## src/rtl/stall_sequencer.sv

```systemverilog
// stall_sequencer: merges prioritized multi-source stall requests into one registered stall episode
// Optional STALL_PERF_EN adds perf_cycles/perf_events counters
module stall_sequencer #(
  parameter int N_SRC = 4,
  parameter int CNT_W = 4,
  parameter int DEF_LEN = 2,
  localparam int SRC_W = N_SRC > 1 ? $clog2(N_SRC) : 1
) (
  input  logic                   clk,
  input  logic                   rst,
  input  logic [N_SRC-1:0]       req,
  input  logic [N_SRC*CNT_W-1:0] req_len,
  input  logic                   hold,
  output logic                   stall,
  output logic                   stall_start,
  output logic [SRC_W-1:0]       stall_src,
  output logic [CNT_W-1:0]       busy_cnt
`ifdef STALL_PERF_EN
  ,
  output logic [31:0]            perf_cycles,
  output logic [15:0]            perf_events
`endif
);
  localparam logic [1:0] IDLE = 2'd0;
  localparam logic [1:0] COUNT = 2'd1;
  localparam logic [1:0] HOLD = 2'd2;
  logic [1:0] state;
  logic [CNT_W-1:0] max_m1, cnt_dec, merged;
  logic [SRC_W-1:0] win;
  logic any;
  function automatic logic [CNT_W-1:0] eff_m1(input logic [CNT_W-1:0] l);
    return l == '0 ? CNT_W'(DEF_LEN - 1) : l - 1'b1;
  endfunction
  assign any = |req;
  assign cnt_dec = busy_cnt - 1'b1;
  assign merged = max_m1 > cnt_dec ? max_m1 : cnt_dec;
  // descending scan so the lowest set index is the last winner written
  always_comb begin
    max_m1 = '0;
    win = '0;
    for (int i = N_SRC - 1; i >= 0; i--) begin
      if (req[i]) begin
        win = SRC_W'(i);
        max_m1 = eff_m1(req_len[i*CNT_W +: CNT_W]) > max_m1 ? eff_m1(req_len[i*CNT_W +: CNT_W]) : max_m1;
      end
    end
  end
  always_ff @(posedge clk or posedge rst) begin
    if (rst) begin
      state <= IDLE;
      stall <= 1'b0;
      stall_start <= 1'b0;
      stall_src <= '0;
      busy_cnt <= '0;
    end else begin
      stall_start <= 1'b0;
      case (state)
        IDLE: if (any) begin
          state <= COUNT;
          stall <= 1'b1;
          stall_start <= 1'b1;
          stall_src <= win;
          busy_cnt <= max_m1;
        end
        COUNT: if (busy_cnt != '0) busy_cnt <= merged;
          else if (any) busy_cnt <= max_m1;
          else if (hold) state <= HOLD;
          else begin
            stall <= 1'b0;
            state <= IDLE;
          end
        HOLD: if (any) begin
          busy_cnt <= max_m1;
          state <= COUNT;
        end else if (!hold) begin
          stall <= 1'b0;
          state <= IDLE;
        end
        default: begin
          state <= IDLE;
          stall <= 1'b0;
          busy_cnt <= '0;
        end
      endcase
    end
  end
`ifdef STALL_PERF_EN
  always_ff @(posedge clk or posedge rst) begin
    if (rst) begin
      perf_cycles <= '0;
      perf_events <= '0;
    end else begin
      perf_cycles <= perf_cycles + 32'(stall);
      perf_events <= perf_events + 16'(stall_start);
    end
  end
`endif
endmodule

```

## config.mk

```make
export PLATFORM = sky130hd
export DESIGN_NAME = stall_sequencer
export DESIGN_NICKNAME = d
export VERILOG_FILES = /design/src/rtl/stall_sequencer.sv
export SDC_FILE = /design/constraint.sdc
export NUM_CORES = 1
export LEC_CHECK = 0
export BUFFER_PORTS_ARGS = -buffer_cell sky130_fd_sc_hd__buf_2
export CORE_MARGIN = 2
export CORE_UTILIZATION = 60
export CTS_BUF_LIST = sky130_fd_sc_hd__clkbuf_2 sky130_fd_sc_hd__clkbuf_4 sky130_fd_sc_hd__clkbuf_8
export DETAILED_ROUTE_END_ITERATION = 16
export PLACE_DENSITY_LB_ADDON = 0.25
export SETUP_SLACK_MARGIN = 0.2
export SYNTH_ARGS = -nofsm -noshare
export SYNTH_HDL_FRONTEND = slang
export SYNTH_SLANG_ARGS = --single-unit
```

## constraint.sdc

```tcl
create_clock -name clk -period 5.51 [get_ports clk]
set_input_delay 0.2755 -clock clk [delete_from_list [all_inputs] [get_ports clk]]
set_output_delay 0.2755 -clock clk [all_outputs]
set_load 0.02 [all_outputs]
```

==> results.json, run 1 <==
{
  "num_io_pins": 31,
  "yosysTopAreaCell": "ha_1",
  "syn_area_per_cell_um2": 7.62,
  "ys_seq_area_share_pct": 15.8,
  "rows": 18,
  "htreeDepth": 1,
  "stop_stage": "global routing (5_1_grt)",
  "die_h_um": 55.4,
  "status": "aborted with a tool error",
  "yosys-top-cells-count": "ha_1, inv_1, nand2_1",
  "cts_buffer_depth": 2,
  "error": "[ERROR DPL-0038] Utilization greater than 100%, impossible to legalize",
  "yosysWarnings": 0,
  "synth_most_common_cell": "ha_1",
  "endpoint_type": "register input",
  "hpwlAfterDp_um": 3300,
  "syn_area_um2": 1580,
  "numCtsBuffers": 3,
  "synth_nets": 255,
  "gp_congestion": 0.905,
  "synth_top_area_share_pct": 19.0,
  "clock-sinks": 10,
  "ys_types": 46,
  "grt_max_degree": 11,
  "synth_cells": 208,
  "ys_seq_elements": 10,
  "placedCellCount": 290,
  "ys.flop_type": "dfrtp_1",
  "start_util_pct": 63.4,
  "timing.grt.repair.worst_endpoint": "busy_cnt[3]$_DFF_PP0_/D",
  "synth_edf_count": 0,
  "synth_area_leaders": "ha_1, dfrtp_1, o21ai_0, inv_1, nand2_1",
  "ys_async_sr_fraction_pct": 100,
  "cts_root_buf": "clkbuf_4",
  "io_buffer_count": 30,
  "die_width_um": 55.4
}
[repair_timing]
item | in CTS
buffers inserted | 15
pin swaps | 25
setup endpoints to repair | 4
gates resized for setup | 36
hold buffers | 1
hold endpoints to repair | 10
[logic make-up after synthesis]
family | synth area share (%)
adder cells (fa/ha/maj) | 19.0
XOR/XNOR | 1.11
buffers and inverters | 5.45
flip-flops | 15.8
AO/OA/AOI/OAI | 29.1
AND/OR/NAND/NOR | 24.9
multiplexers | 4.66
[metrics by stage]
stage	util, %	instance area [um^2]	setup WS [ps]	hold WS, ps	TNS (ps)
2_1_floorplan	-	1660	208	116	0
3_3_place_gp	80.5	2010	-119	257	-371
3_5_place_dp	80.5	2010	-273	264	-929
4_1_cts	92.4	2310	190	278	0
==> run 2, diff against run 1 <==
==> config.mk (replaced) <==
export PLATFORM = sky130hd
export DESIGN_NAME = stall_sequencer
export DESIGN_NICKNAME = d
export VERILOG_FILES = /design/src/rtl/stall_sequencer.sv
export SDC_FILE = /design/constraint.sdc
export NUM_CORES = 1
export LEC_CHECK = 0
export BUFFER_PORTS_ARGS = -buffer_cell sky130_fd_sc_hd__buf_2
export CORE_MARGIN = 2
export CORE_UTILIZATION = 40
export DETAILED_ROUTE_END_ITERATION = 16
export PLACE_DENSITY_LB_ADDON = 0.15
export SYNTH_ARGS = -nofsm -noshare
export SYNTH_HDL_FRONTEND = slang
export SYNTH_SLANG_ARGS = --single-unit
==> results.json, run 2 <==
{
  "diodes": 0,
  "yosysTopAreaCell": "ha_1",
  "grt_pass1_vias": 1690,
  "min_period_ps": 5500,
  "start_util_pct": 42.3,
  "largest-register": "busy_cnt",
  "critical_path_class": "in -> reg",
  "grt_pass1_wl_um": 7180,
  "grt_antenna_before_repair": 0,
  "slew_headroom_pct": 58.1,
  "drc": 0,
  "hold_class": "in -> async",
  "ys_async_sr_fraction_pct": 100,
  "setup_tns_ps": 0,
  "cts_buffer_depth": 2,
  "synth_edf_count": 0,
  "yosys-top-cells-count": "ha_1, inv_1, nand2_1",
  "gp_congestion": 0.864,
  "reg2reg_setup_slack_ps": 2890,
  "p_comb_share_pct": 80.6,
  "ys.flop_type": "dfrtp_1",
  "ys_seq_elements": 10,
  "die_h_um": 66.9,
  "worstPathRequired_ps": 5670,
  "io_buffer_count": 30,
  "hold_slack_ps": 12.2,
  "ys_types": 46,
  "ant_nets": 0,
  "seqPwrFrac_pct": 12.7,
  "cellInternalPower_mw": 0.612,
  "crit_fanout": 7,
  "grt_max_degree": 11,
  "wl_per_cell_um": 14.5,
  "clk_latency_ps": 240,
  "cp_slowest_cell": "a2111oi_4",
  "routed-via-count": 1837,
  "grt.total_usage_pct": 20.4,
  "start_kind": "input port",
  "switching_power_mw": 0.528,
  "worstReg2RegEnd": "busy_cnt[3]$_DFF_PP0_",
  "r2r_cells": 10,
  "final_hold_viol_count": 0,
  "arrival_ps": 5660,
  "end_kind": "flip-flop",
  "area_delta_synth_final_pct": 61.8,
  "rows": 22,
  "multi_input_area_um2": 1570,
  "synth_most_common_cell": "ha_1",
  "numCtsBuffers": 3,
  "swShare_pct": 46.3,
  "cts_root_buf": "clkbuf_8",
  "rsz0062_at_grt": "yes",
  "critPathBufInv": 5,
  "htreeDepth": 1,
  "clk_pin_slew_ps": 50,
  "syn_area_per_cell_um2": 7.62,
  "p_leak_nw": 1.15,
  "drt-total-wl_um": 4890,
  "n_fill_cell": 290,
  "fmax_mhz": 182,
  "synth_cells": 208,
  "finalMaxSlewViolations": 0,
  "worst-path-stages": 30,
  "setup_viol": 0,
  "p_clk_share_pct": 6.6,
  "register_area_um2": 250,
  "fin_nets": 338,
  "clock-sinks": 10,
  "ys_seq_area_share_pct": 15.8,
  "max_stage_delay_ps": 380,
  "fin_cells": 337,
  "layout_common_cells": "buf_4, buf_2, inv_1",
  "status": "completed",
  "path_common_cell": "ha_4",
  "design.die.area_um2": 4480,
  "via_per_inst": 5.45,
  "worst_pin_slew_ps": 622,
  "num_io_pins": 31,
  "hpwlAfterDp_um": 3330,
  "placedCellCount": 322,
  "synth_area_leaders": "ha_1, dfrtp_1, o21ai_0, inv_1, nand2_1",
  "yosysWarnings": 0,
  "die_width_um": 66.9,
  "r2r_start": "busy_cnt[0]$_DFF_PP0_",
  "maxCapViolCount": 0,
  "post-route-period-util_pct": 99.8,
  "layout_commonest_cell": "buf_4",
  "power.density_nw_per_um2": 445,
  "dr.first_iter.drc_count": 56,
  "reg_top3": "busy_cnt x4, stall_src x2, state x2",
  "peakVddDrop_mv": 0.477,
  "dr.pass1.iters": 4,
  "stdcell_area_um2": 2560,
  "total_power_mw": 1.14,
  "cts_tree": "done",
  "syn_area_um2": 1580,
  "core_area_um2": 3740,
  "largest_register_ffs": 4,
  "grt-ovfl-total": 0,
  "critPathTopFamily": "compound AO/OA/AOI/OAI gates",
  "postPlaceCellArea_um2": 2100,
  "cts_hold_buf": 0,
  "synth_nets": 255,
  "clock_skew_ps": 7.82,
  "layout-drive-gt1-share_pct": 48.4,
  "synth_top_area_share_pct": 19.0
}
run 2: kinds of logic (layout without fill, tap and decap cells):
logic type               after synthesis  count (layout)  synth area share [%]
AND/OR/NAND/NOR                       79              79                  24.9
AO/OA/AOI/OAI                         63              63                  29.1
adder cells (fa/ha/maj)               24              24                  19.0
buffers and inverters                 23             104                  5.45
flip-flops                            10              10                  15.8
multiplexers                           7               7                  4.66
XOR/XNOR                               2               2                  1.11
run 2: worst reg2reg max path, stage by stage, from the launching register on:
cell and delay (ps):
dfrtp_1 400, inv_1 80, ha_1 240, xnor2_1 230, ha_1 300, and3b_2 240, a2111oi_4 380, or2_4 200
o31a_1 200, o221ai_2 130, a22oi_2 150
run 2: final cells by class:
class / count / share of cell area (%)
clock buffers: 3 / 1.61
multi-input cells: 175 / 61.2
repair buffers: 80 / 21.8
inverters: 21 / 3.27
flip-flops and latches: 10 / 9.77
well taps: 48 / 2.34
run 2: what timing repair did:
item / 4_1_cts / 5_1_grt
buffers inserted: 6 / 6
gates resized for setup: 8 / 62
setup endpoints to repair: 4 / 4
pin swaps: 7 / 33
run 2: routing by layer:
metal	share of wire, %	routed length, um	track usage [%]	vias up
li1	-	-	-	927
met1	45	2200	25.8	873
met2	52	2540	37.8	35
met3	2.9	140	3.21	2
met4	0.29	14	1.53	0
met5	0	0	0	-
run 2: worst max path at each step:
| stage | slack (ps) | to | start |
|---|---|---|---|
| finish | 10 | busy_cnt[3]$_DFF_PP0_ | req_len[9] |
| detailed placement | -490 | busy_cnt[1]$_DFF_PP0_ | req_len[8] |
| floorplan | 20 | busy_cnt[1]$_DFF_PP0_ | req_len[8] |
| global placement | -450 | busy_cnt[1]$_DFF_PP0_ | req_len[8] |
| CTS | 20 | busy_cnt[3]$_DFF_PP0_ | req_len[8] |
| global route | -260 | busy_cnt[3]$_DFF_PP0_ | req_len[9] |
run 2: through the flow:
| step | util (%) | worst slack, ps |
|---|---|---|
| finish | 68.4 | 10.1 |
| floorplan | - | 21.5 |
| detailed placement | 56.1 | -493 |
| global route | 68.4 | -258 |
| global placement | 56.1 | -446 |
| CTS | 59.1 | 24.0 |
run 2: power groups by stage:
stage / Sequential (mW) / Clock [mW] / Combinational, mW
2_1_floorplan: 0.174 / 0 / 0.490
3_3_place_gp: 0.144 / 0 / 0.774
3_5_place_dp: 0.145 / 0 / 0.777
4_1_cts: 0.145 / 0.0776 / 0.797
5_1_grt: 0.151 / 0.0807 / 1.01
6_report: 0.145 / 0.0757 / 0.920
No activity file was read; power rests on OpenSTA's default activity.
==> run 3, diff against run 2 <==
--- a/config.mk
+++ b/config.mk
@@ -10,6 +10,7 @@
 export CORE_UTILIZATION = 40
 export DETAILED_ROUTE_END_ITERATION = 16
 export PLACE_DENSITY_LB_ADDON = 0.15
+export RECOVER_POWER = 100
 export SYNTH_ARGS = -nofsm -noshare
 export SYNTH_HDL_FRONTEND = slang
 export SYNTH_SLANG_ARGS = --single-unit
==> results.json, run 3 (same netlist as run 2, synthesis figures left out) <==
{
  "hpwlAfterDp_um": 3330,
  "worstReg2RegEnd": "busy_cnt[3]$_DFF_PP0_",
  "power.density_nw_per_um2": 444,
  "critPathTopFamily": "compound AO/OA/AOI/OAI gates",
  "reg2reg_setup_slack_ps": 2880,
  "hold_class": "in -> async",
  "drc": 0,
  "design.die.area_um2": 4480,
  "postPlaceCellArea_um2": 2100,
  "cts_root_buf": "clkbuf_8",
  "arrival_ps": 5670,
  "start_kind": "input port",
  "numCtsBuffers": 3,
  "grt_pass1_wl_um": 7180,
  "start_util_pct": 42.3,
  "gp_congestion": 0.864,
  "worstPathRequired_ps": 5670,
  "postLayoutCoreUtil_pct": 68.3,
  "clk_pin_slew_ps": 50,
  "cts_tree": "done",
  "critPathBufInv": 5,
  "dr.pass1.iters": 4,
  "fin_nets": 338,
  "area_delta_synth_final_pct": 61.4,
  "layout-drive-gt1-share_pct": 46.7,
  "p_leak_nw": 1.14,
  "crit_fanout": 7,
  "grt.total_usage_pct": 20.4,
  "post-route-period-util_pct": 99.9,
  "grt_pass1_vias": 1690,
  "end_kind": "flip-flop",
  "clk_latency_ps": 240,
  "stdcell_area_um2": 2560,
  "die_h_um": 66.9,
  "htreeDepth": 1,
  "clock_skew_ps": 7.69,
  "num_io_pins": 31,
  "worst-path-stages": 30,
  "routed-via-count": 1842,
  "maxCapViolCount": 0,
  "setup_tns_ps": 0,
  "fmax_mhz": 182,
  "final_hold_viol_count": 0,
  "drt-total-wl_um": 4900,
  "status": "completed",
  "slew_headroom_pct": 57.8,
  "grt-ovfl-total": 0,
  "cts_buffer_depth": 2,
  "dr.first_iter.drc_count": 46,
  "ant_nets": 0,
  "r2r_start": "busy_cnt[0]$_DFF_PP0_",
  "io_buffer_count": 30,
  "grt_antenna_before_repair": 0,
  "diodes": 0,
  "peakVddDrop_mv": 0.477,
  "core_area_um2": 3740,
  "reg_top3": "busy_cnt x4, stall_src x2, state x2",
  "setup_viol": 0,
  "largest-register": "busy_cnt",
  "critical_path_class": "in -> reg",
  "rows": 22,
  "rsz0062_at_grt": "yes",
  "min_period_ps": 5500,
  "worst_pin_slew_ps": 627,
  "layout_common_cells": "buf_4, buf_2, inv_1",
  "finalMaxSlewViolations": 0,
  "path_common_cell": "ha_4",
  "via_per_inst": 5.47,
  "grt_max_degree": 11,
  "clock-sinks": 10,
  "cp_slowest_cell": "a2111oi_4",
  "r2r_cells": 10,
  "largest_register_ffs": 4,
  "cts_hold_buf": 0,
  "max_stage_delay_ps": 380,
  "die_width_um": 66.9,
  "layout_commonest_cell": "buf_4",
  "wl_per_cell_um": 14.5
}
-- run 3: cell types whose count changed in the layout (fill, tap and decap cells not counted), sizes merged --
cell | before | now
buf | 80 | 75
clkbuf | 3 | 8
-- run 3: how the worst max path moves through the flow --
stage                                  to  startpoint  slack (ps)
finish              busy_cnt[3]$_DFF_PP0_  req_len[9]           8
floorplan           busy_cnt[1]$_DFF_PP0_  req_len[8]          20
detailed placement  busy_cnt[1]$_DFF_PP0_  req_len[8]        -490
CTS                 busy_cnt[3]$_DFF_PP0_  req_len[8]          20
global route        busy_cnt[3]$_DFF_PP0_  req_len[9]        -260
global placement    busy_cnt[1]$_DFF_PP0_  req_len[8]        -450
-- run 3: stage by stage --
stage                     power [mW]  hold WS (ps)  std cells  setup slack [ps]
final                           1.14          12.0        337              7.88
after global routing            1.24          44.6        337              -258
after detailed placement       0.922           279        322              -493
after floorplan                0.664           116        208              21.5
after global placement         0.919           273        322              -446
after CTS                       1.02          26.9        331              24.0
-- run 3: cell type report --
class,instances,area (um^2)
tap,48,60.1
clock buffer,3,41.3
sequential,10,250
timing repair buffer,80,552
fill,295,1190
multi-input combinational,175,1570
inverter,21,83.8
-- run 3: power breakdown --
part | total (mW) | internal [mW] | leakage [nW] | switching [mW]
Sequential | 0.146 | 0.112 | 0.124 | 0.0340
Clock | 0.0759 | 0.0478 | 0.0216 | 0.0281
Combinational | 0.914 | 0.447 | 0.994 | 0.467
Total | 1.14 | 0.607 | 1.14 | 0.529
-- run 3: worst register-to-register path, delay by kind of cell, from the launching register on --
family | cells | cell delay, ps
XOR/XNOR | 1 | 230
flip-flops | 1 | 410
AND/OR/NAND/NOR | 2 | 440
adder cells (fa/ha/maj) | 2 | 540
AO/OA/AOI/OAI | 4 | 870
buffers and inverters | 1 | 90
-- run 3: what timing repair did --
action                     CTS  global route
hold endpoints to repair     0             0
buffers inserted             6             6
setup endpoints to repair    4             4
gates resized for setup      8            62
pin swaps                    7            33
-- run 3: layer usage --
| metal | GRT usage (%) | up-vias | share of wire, % |
|---|---|---|---|
| li1 | - | 926 | - |
| met1 | 25.8 | 883 | 45 |
| met2 | 37.8 | 31 | 52 |
| met3 | 3.21 | 2 | 2.6 |
| met4 | 1.53 | 0 | 0.29 |
| met5 | 0 | - | 0 |
